<file path="config.mk">
export PLATFORM = sky130hd
export DESIGN_NAME = compare_alarm_fsm
export DESIGN_NICKNAME = d
export VERILOG_FILES = /design/src/rtl/cmp_pkg.sv /design/src/rtl/compare_alarm_fsm_sat_counter.sv /design/src/rtl/compare_alarm_fsm.sv
export SDC_FILE = /design/constraint.sdc
export NUM_CORES = 1
export LEC_CHECK = 0
export ABC_AREA = 1
export BUFFER_PORTS_ARGS = -buffer_cell sky130_fd_sc_hd__buf_2
export CAP_MARGIN = 20
export CORE_UTILIZATION = 35
export CTS_CLUSTER_SIZE = 8
export DETAILED_ROUTE_END_ITERATION = 6
export HOLD_SLACK_MARGIN = 0.15
export PLACE_DENSITY = 0.55
export SLEW_MARGIN = 20
export SYNTH_ARGS = -nofsm -noshare
export SYNTH_HDL_FRONTEND = slang
export SYNTH_HIERARCHICAL = 1
export SYNTH_SLANG_ARGS = --single-unit
</file>
<file path="constraint.sdc">
create_clock -name clk -period 1.6 [get_ports clk]
set_input_delay 0.08 -clock clk [delete_from_list [all_inputs] [get_ports clk]]
set_output_delay 0.08 -clock clk [all_outputs]
set_load 0.005 [all_outputs]
</file>
<file path="src/rtl/cmp_pkg.sv">
// Shared comparison-alarm definitions: state encodings, run-counter width and
// small helpers used by the alarm FSM and by comparator-side benches.
package cmp_pkg;

    localparam int RUN_W = 4;

    localparam logic [1:0] ST_IDLE     = 2'd0;
    localparam logic [1:0] ST_ARMING   = 2'd1;
    localparam logic [1:0] ST_ALARM    = 2'd2;
    localparam logic [1:0] ST_CLEARING = 2'd3;

    typedef enum logic [1:0] {
        IDLE     = ST_IDLE,
        ARMING   = ST_ARMING,
        ALARM    = ST_ALARM,
        CLEARING = ST_CLEARING
    } state_t;

    typedef logic [RUN_W-1:0] run_t;

    // True for exactly one set flag: XOR catches an odd count, the AND rules out three.
    function automatic logic is_one_hot(input logic l, input logic g, input logic e);
        return (l ^ g ^ e) && !(l && g && e);
    endfunction

    function automatic logic alarm_level(input state_t s);
        return (s == ALARM) || (s == CLEARING);
    endfunction

endpackage

</file>
<file path="src/rtl/compare_alarm_fsm_sat_counter.sv">
// Saturating up-counter with synchronous clear; clear plus increment loads 1.
module sat_counter #(
    parameter int W = 8
) (
    input  logic         clk,
    input  logic         rst,
    input  logic         clr,
    input  logic         inc,
    output logic [W-1:0] q
);

    localparam logic [W-1:0] MAX = '1;

    always_ff @(posedge clk or posedge rst) begin
        if (rst) begin
            q <= '0;
        end else if (clr) begin
            q <= inc ? W'(1) : '0;
        end else if (inc && (q != MAX)) begin
            q <= q + W'(1);
        end
    end

endmodule

</file>
<file path="src/rtl/compare_alarm_fsm.sv">
// Hysteresis alarm driven by one-hot comparator results: SET_CNT consecutive
// greaters raise the alarm, CLR_CNT consecutive lessers drop it.
module compare_alarm_fsm
    import cmp_pkg::*;
#(
    parameter int SET_CNT = 4,
    parameter int CLR_CNT = 3,
    parameter int EVW     = 8
) (
    input  logic           clk,
    input  logic           rst,
    input  logic           cmp_valid,
    input  logic           lesser,
    input  logic           greater,
    input  logic           equal,
    input  logic           ev_clr,
    output logic           alarm,
    output logic           alarm_rise,
    output logic           alarm_fall,
    output logic [EVW-1:0] ev_count,
    output logic           err,
    output logic [1:0]     state
);

    localparam run_t SET_LAST = run_t'(SET_CNT - 1);
    localparam run_t CLR_LAST = run_t'(CLR_CNT - 1);

    state_t state_q;
    state_t state_d;
    run_t   run_q;
    run_t   run_d;
    logic   accept;
    logic   malformed;
    logic   ev_inc;
    logic   alarm_d;

    always_comb begin
        accept    = cmp_valid && is_one_hot(lesser, greater, equal);
        malformed = cmp_valid && !is_one_hot(lesser, greater, equal);
        state_d   = state_q;
        run_d     = run_q;
        ev_inc    = 1'b0;

        if (accept) begin
            case (state_q)
                IDLE: begin
                    if (greater) begin
                        state_d = ARMING;
                        run_d   = run_t'(1);
                    end else begin
                        run_d   = '0;
                    end
                end
                ARMING: begin
                    // The sample that completes the run is the one that enters ALARM.
                    if (greater) begin
                        if (run_q == SET_LAST) begin
                            state_d = ALARM;
                            run_d   = '0;
                            ev_inc  = 1'b1;
                        end else begin
                            run_d   = run_q + run_t'(1);
                        end
                    end else if (lesser) begin
                        state_d = IDLE;
                        run_d   = '0;
                    end
                end
                ALARM: begin
                    if (lesser) begin
                        state_d = CLEARING;
                        run_d   = run_t'(1);
                    end
                end
                CLEARING: begin
                    if (lesser) begin
                        if (run_q == CLR_LAST) begin
                            state_d = IDLE;
                            run_d   = '0;
                        end else begin
                            run_d   = run_q + run_t'(1);
                        end
                    end else if (greater) begin
                        state_d = ALARM;
                        run_d   = '0;
                    end
                end
            endcase
        end

        alarm_d = alarm_level(state_d);
    end

    // Alarm and its edge pulses are registered alongside the state so they line up with it.
    always_ff @(posedge clk or posedge rst) begin
        if (rst) begin
            state_q    <= IDLE;
            run_q      <= '0;
            alarm      <= 1'b0;
            alarm_rise <= 1'b0;
            alarm_fall <= 1'b0;
            err        <= 1'b0;
        end else begin
            state_q    <= state_d;
            run_q      <= run_d;
            alarm      <= alarm_d;
            alarm_rise <= alarm_d && !alarm;
            alarm_fall <= !alarm_d && alarm;
            if (malformed) begin
                err <= 1'b1;
            end else if (ev_clr) begin
                err <= 1'b0;
            end
        end
    end

    sat_counter #(
        .W (EVW)
    ) u_ev_counter (
        .clk (clk),
        .rst (rst),
        .clr (ev_clr),
        .inc (ev_inc),
        .q   (ev_count)
    );

    assign state = state_q;

endmodule

</file>
# ---- After elaboration in Yosys (flattened, before gate mapping)
# Cells that the tools add are included.
dict set report totals {
  latch_bits 0
  romBits 0
  n_memories 0
  mem_bits_rw 0
  input_bits 7
  reg_bits 18
}
dict set report classes {
  n_mux 28
  add_sub_neg 2
  n_lt_le_gt_ge 0
  n_eq_ne 11
  n_reduce_logical 17
  n_div 0
  bitwise_logic 2
  shift 0
  multipliers 0
}
# operator n
set ops {}
lappend ops {{two-way mux 4 bit} 7}
lappend ops {{two-way mux 2 bit} 9}
lappend ops {{two-way mux 8 bit} 2}
lappend ops {{one-hot mux 4 bit (4 select lines)} 1}
lappend ops {{adder 8 x 1 -> 8 bit, second input constant} 1}
lappend ops {{equality test 2 bit, second input constant} 4}
lappend ops {{equality test 4 x 2 -> 1 bit, second input constant} 2}
lappend ops {{logical AND 1 bit} 8}
lappend ops {{two-way mux 1 bit} 8}
lappend ops {{!= test 8 bit, second input constant} 1}
lappend ops {{one-hot mux 2 bit (4 select lines)} 1}
lappend ops {{!= test 3 bit, second input constant} 2}
lappend ops {{adder 4 x 1 -> 4 bit, second input constant} 1}
lappend ops {{logical NOT 1 bit} 4}
lappend ops {{AND reduction 4 bit} 1}
lappend ops {{nonzero test 2 bit} 2}
lappend ops {{equality test 2 x 1 -> 1 bit, second input constant} 1}
lappend ops {{logical NOT 2 bit} 1}
lappend ops {{!= test 2 bit, second input constant} 1}
lappend ops {{XOR 1 bit} 2}
lappend ops {{logical OR 1 bit} 1}

# ---- Depth between registers and ports, before layout
dict set report logic_depth {
  depth_word 10
  mapped_depth 12
}

# ---- Cells and area by module
# Netlist, hierarchy kept.
# module cells_each area_per_inst_um2 seq_area_each_um2 instances
set by_module_without_submodules {}
lappend by_module_without_submodules {compare_alarm_fsm 106 721.9 250.2 1}
lappend by_module_without_submodules {sat_counter 70 496.7 200.2 1}

# ---- Worst setup path after synthesis
# OpenSTA, ideal clock, no wires.
dict set report synth_timing {
  path_kind {reg2reg}
  startpoint {register run_q[0]}
  endpoint {register u_ev_counter.q[7]}
  period_less_slack_ns 1.521
  setup_ns 0.118
  required_ns 1.482
  path_buffers 0
  t_arrival_ns 1.403
  slack_ns 0.079
  path_stages_with_launch 11
  path_cell_list {dfrtp_1 ha_1 nand2_1 nor2_1 nand3_1 nor2_1 nand2_2 nand2_4 clkinv_4 nand2_1 nand2_1}
}
dict set report synth_via {
  elab_chain_cells 7
}
# item line
set synth_lines {}
lappend synth_lines {{start: declaration} compare_alarm_fsm.sv:30} ;# run_t run_q;
lappend synth_lines {{start signal: assignment} compare_alarm_fsm.sv:105} ;# run_q <= run_d;
lappend synth_lines {{equality test 4 x 2 -> 1 bit} compare_alarm_fsm.sv:57} ;# if (run_q == SET_LAST) begin
lappend synth_lines {{two-way mux 1 bit} compare_alarm_fsm.sv:57}
lappend synth_lines {{two-way mux 1 bit} compare_alarm_fsm.sv:56} ;# if (greater) begin
lappend synth_lines {{two-way mux 1 bit} compare_alarm_fsm.sv:45} ;# case (state_q)
lappend synth_lines {{two-way mux 1 bit} compare_alarm_fsm.sv:44} ;# if (accept) begin
lappend synth_lines {{named net ev_inc} compare_alarm_fsm.sv:34} ;# logic ev_inc;
lappend synth_lines {{logical AND 1 bit} compare_alarm_fsm_sat_counter.sv:19} ;# end else if (inc && (q != MAX)) begin
lappend synth_lines {{nonzero test 2 bit (no source line)} n/a}
lappend synth_lines {{end signal: assignment} compare_alarm_fsm_sat_counter.sv:18} ;# q <= inc ? W'(1) : '0;
lappend synth_lines {{end signal: assignment} compare_alarm_fsm_sat_counter.sv:20} ;# q <= q + W'(1);
lappend synth_lines {{end: declaration} compare_alarm_fsm_sat_counter.sv:9} ;# output logic [W-1:0] q
# The timed path passes the listed nets, and every way through them passes these cells.
# A chain may end at the register's enable or synchronous reset.

# ---- Final worst setup path
dict set report layout_timing {
  startpoint {register run_q[2]}
  endpoint {register u_ev_counter.q[3]}
}
# The elaborated chain is that of the path after synthesis.

==> results.py <==
metrics = {
    "outcome": {
        "run_status": "finished with violations",
        "violations": "design-rule violations",
    },
    "die": {
        "design.die.area_um2": 3722,
        "num_rows": 21,
        "start_util": 0.3652,
        "fp.dieW_um": 61.01,
        "die_y_um": 61.01,
        "coreArea_um2": 3337,
        "ios": 21,
    },
    "pwr": {
        "switchingPower_uw": 605.0,
        "combPwrFrac": 0.446,
        "p_seq_frac": 0.379,
        "pwr-share-clk": 0.176,
        "switching_share": 0.3780,
        "p_leak_nw": 0.8762,
        "power.internal_uw": 995.4,
        "power.density_nw_per_um2": 991.5,
        "finalPower_mw": 1.600,
        "ir_drop_uv": 685.6,
    },
    "synthesis": {
        "yosysMostFrequentCell": "nand2_1",
        "ys_top_cells_by_count": "nand2_1, inv_1, dfrtp_1",
        "synth.top_cells.by_area": "dfrtp_1, nand2_1, inv_1, ha_1, nand3_1",
        "ys.flop_type": "dfrtp_1",
        "ys_warn_count": 6,
        "synth-xor-area-share": 0.01437,
        "synth-edff-count": 0,
        "synth.ff_latch_count": 18,
        "async_flop_share": 1.000,
        "post-synth-top-area-cell": "dfrtp_1",
        "synth_nets": 189,
        "yosysSeqAreaShare": 0.3696,
        "synth_top_family_by_area": "simple AND/OR/NAND/NOR gates",
        "synth_compound_area_frac": 0.06468,
        "syn_area_um2": 1219,
        "netlist_instances": 176,
        "yosys-mux-area-fraction": 0,
        "synth.avg_cell_area_um2": 6.924,
        "synth_fa_ha_area_frac": 0.06160,
        "ys_types": 24,
        "synth-simple-area-share": 0.3994,
        "synth_top_area_frac": 0.3696,
    },
    "detailed_routing": {
        "ant_nets": 0,
        "drtIter0Drc": 55,
        "drc": 2,
        "avgViaCountPerCell": 4.700,
        "dr.pass1.iters": 6,
        "wl_um": 2877,
        "vias": 1255,
        "routedWlPerCell_um": 10.78,
    },
    "sta": {
        "max_slew.worst_pin.slew_ns": 0.4024,
        "maxSlewViolCount": 0,
        "setup_violations": 0,
        "skew_ns": 0.007653,
        "fin_crit_sh": 0.9493,
        "rsz0062_at_grt": "true",
        "fin_crit_ns": 1.519,
        "max_slew_margin": 0.7314,
        "fmax_mhz": 658.4,
        "hold_viol": 0,
    },
    "clock_tree": {
        "clk_latency_ns": 0.30,
        "tritoncts": "done",
        "cts_max_path_buffers": 2,
        "cts_root_buffer": "clkbuf_4",
        "htree_levels": 1,
        "cts.reportedPaths.clkPinSlew_ns": 0.11,
        "cts-buffers-inserted": 3,
        "cts_num_sinks": 18,
    },
    "setup_path": {
        "crit_required_ns": 1.80,
        "critical_path_class": "reg -> reg",
        "worst-path-max-fanout": 6,
        "r2r_slack_ns": 0.08,
        "reg2reg_depth": 11,
        "startpoint_type": "flip-flop",
        "worstPathArrival_ns": 1.72,
        "end_kind": "flip-flop",
    },
    "global_route": {
        "grt_pass1_vias": 1139,
        "grt_max_degree": 11,
        "grt.overflow.total": 0,
        "track_usage": 0.1728,
        "gr-usage-met1": 0.2208,
        "grt_most_used_layer": "met2",
        "met3_usage": 0.03838,
        "antenna_found_initial": 0,
        "grt_first_pass_wirelength_um": 4816,
        "use_met2": 0.3030,
    },
    "finish": {
        "fin_nets": 235,
        "area_growth_pct": 32.44,
        "drive_above_1_share": 0.2896,
        "insertedDiodeCount": 0,
        "n_fill_cell": 355,
        "instances_no_fill": 267,
    },
    "worst_hold_path": {
        "hold_class": "in -> async",
    },
    "placement": {
        "place.port_buffers": 20,
        "placed_cells": 255,
        "gp_congestion": 0.8529,
        "hpwlAfterDp_um": 2222,
    },
    "job": {
        "max-cap-violations": 0,
    },
}
## power by group through the flow
stage	logic, mW	registers [mW]	clock network, mW
2_1_floorplan	0.360	0.640	0
4_1_cts	0.680	0.608	0.294
3_3_place_gp	0.660	0.616	0
3_5_place_dp	0.667	0.616	0
5_1_grt	0.810	0.623	0.312
6_report	0.713	0.606	0.281
## cells by family after synthesis
logic type               after synthesis
adder cells (fa/ha/maj)                6
AO/OA/AOI/OAI                         15
flip-flops                            18
buffers and inverters                 28
XOR/XNOR                               2
AND/OR/NAND/NOR                      107
## state kept, by name, indices dropped and copies added, names as in the netlist
name	flops
u_ev_counter/q	8
run_q	4
state	2
alarm	1
alarm_fall	1
alarm_rise	1
err	1
## critical path, cell delays in order, from the launching register on
cell,delay (ns)
dfrtp_1,0.39
nor2_2,0.15
nand2_2,0.08
nor2_2,0.10
nand3_1,0.08
nor2_1,0.11
buf_4,0.15
nand2_4,0.05
nand2_4,0.11
clkinv_4,0.09
nand2_2,0.06
nand2_1,0.05
## path summary, 6_finish.rpt
check                          from                end
setup / recovery           run_q[2]  u_ev_counter/q[3]
setup reg to reg           run_q[2]  u_ev_counter/q[3]
hold / removal                  rst  u_ev_counter/q[3]
min in group clk              equal           state[0]
max in group asynchronous       rst         alarm_rise
hold reg to reg               alarm         alarm_rise
## routing by layer
metal	wire length, µm	up-vias
met1	1306	592
met2	1471	16
li1	-	645
met4	13	0
met5	0	-
met3	86	2
## per-stage QoR
stage          worst slack, ns  setup TNS (ns)  area [µm²]  utilization  hold WS (ns)
5_1_grt               -0.04243         -0.1723        1614       0.4837        0.3027
4_1_cts                0.06695               0        1550       0.4646        0.2693
3_5_place_dp          -0.02710         -0.1073        1474       0.4417       0.07068
6_report               0.08119               0        1614       0.4837        0.2715
3_3_place_gp           0.02073               0        1474       0.4417       0.06110
2_1_floorplan          0.07915               0        1219            -       -0.1043
## layout by cell type, fill, tap and decap left out, types with 2 or more instances in the layout
cell           instances
nand2_1               50
inv_1                 24
buf_2                 20
dfrtp_1               18
buf_4                 17
nor2_1                15
nand3_1               13
nand2_2                9
nand4_1                6
o21ai_0                6
ha_1                   5
a21oi_1                4
nor3_1                 4
dlygate4sd3_1          4
clkbuf_4               3
inv_2                  2
nor2_4                 2
nor2_2                 2
xor2_1                 2
nand2_4                2
o21ai_1                2
## layout make-up
cell class | count | area [µm²] | area share
repair buffers | 41 | 267.8 | 0.1659
flip-flops and latches | 18 | 450.4 | 0.2791
inverters | 28 | 110.1 | 0.06822
well taps | 46 | 57.56 | 0.03566
clock buffers | 4 | 36.28 | 0.02248
multi-input cells | 130 | 691.9 | 0.4287
## repair_timing
action                                  4_1_cts  5_1_grt
hold buffers                                  4        0
setup buffers                                 0        4
hold endpoints to repair                     22        0
endpoints found under the setup margin        0        9
gates resized for setup                       0       11
Power figures use the tool's default switching activity.
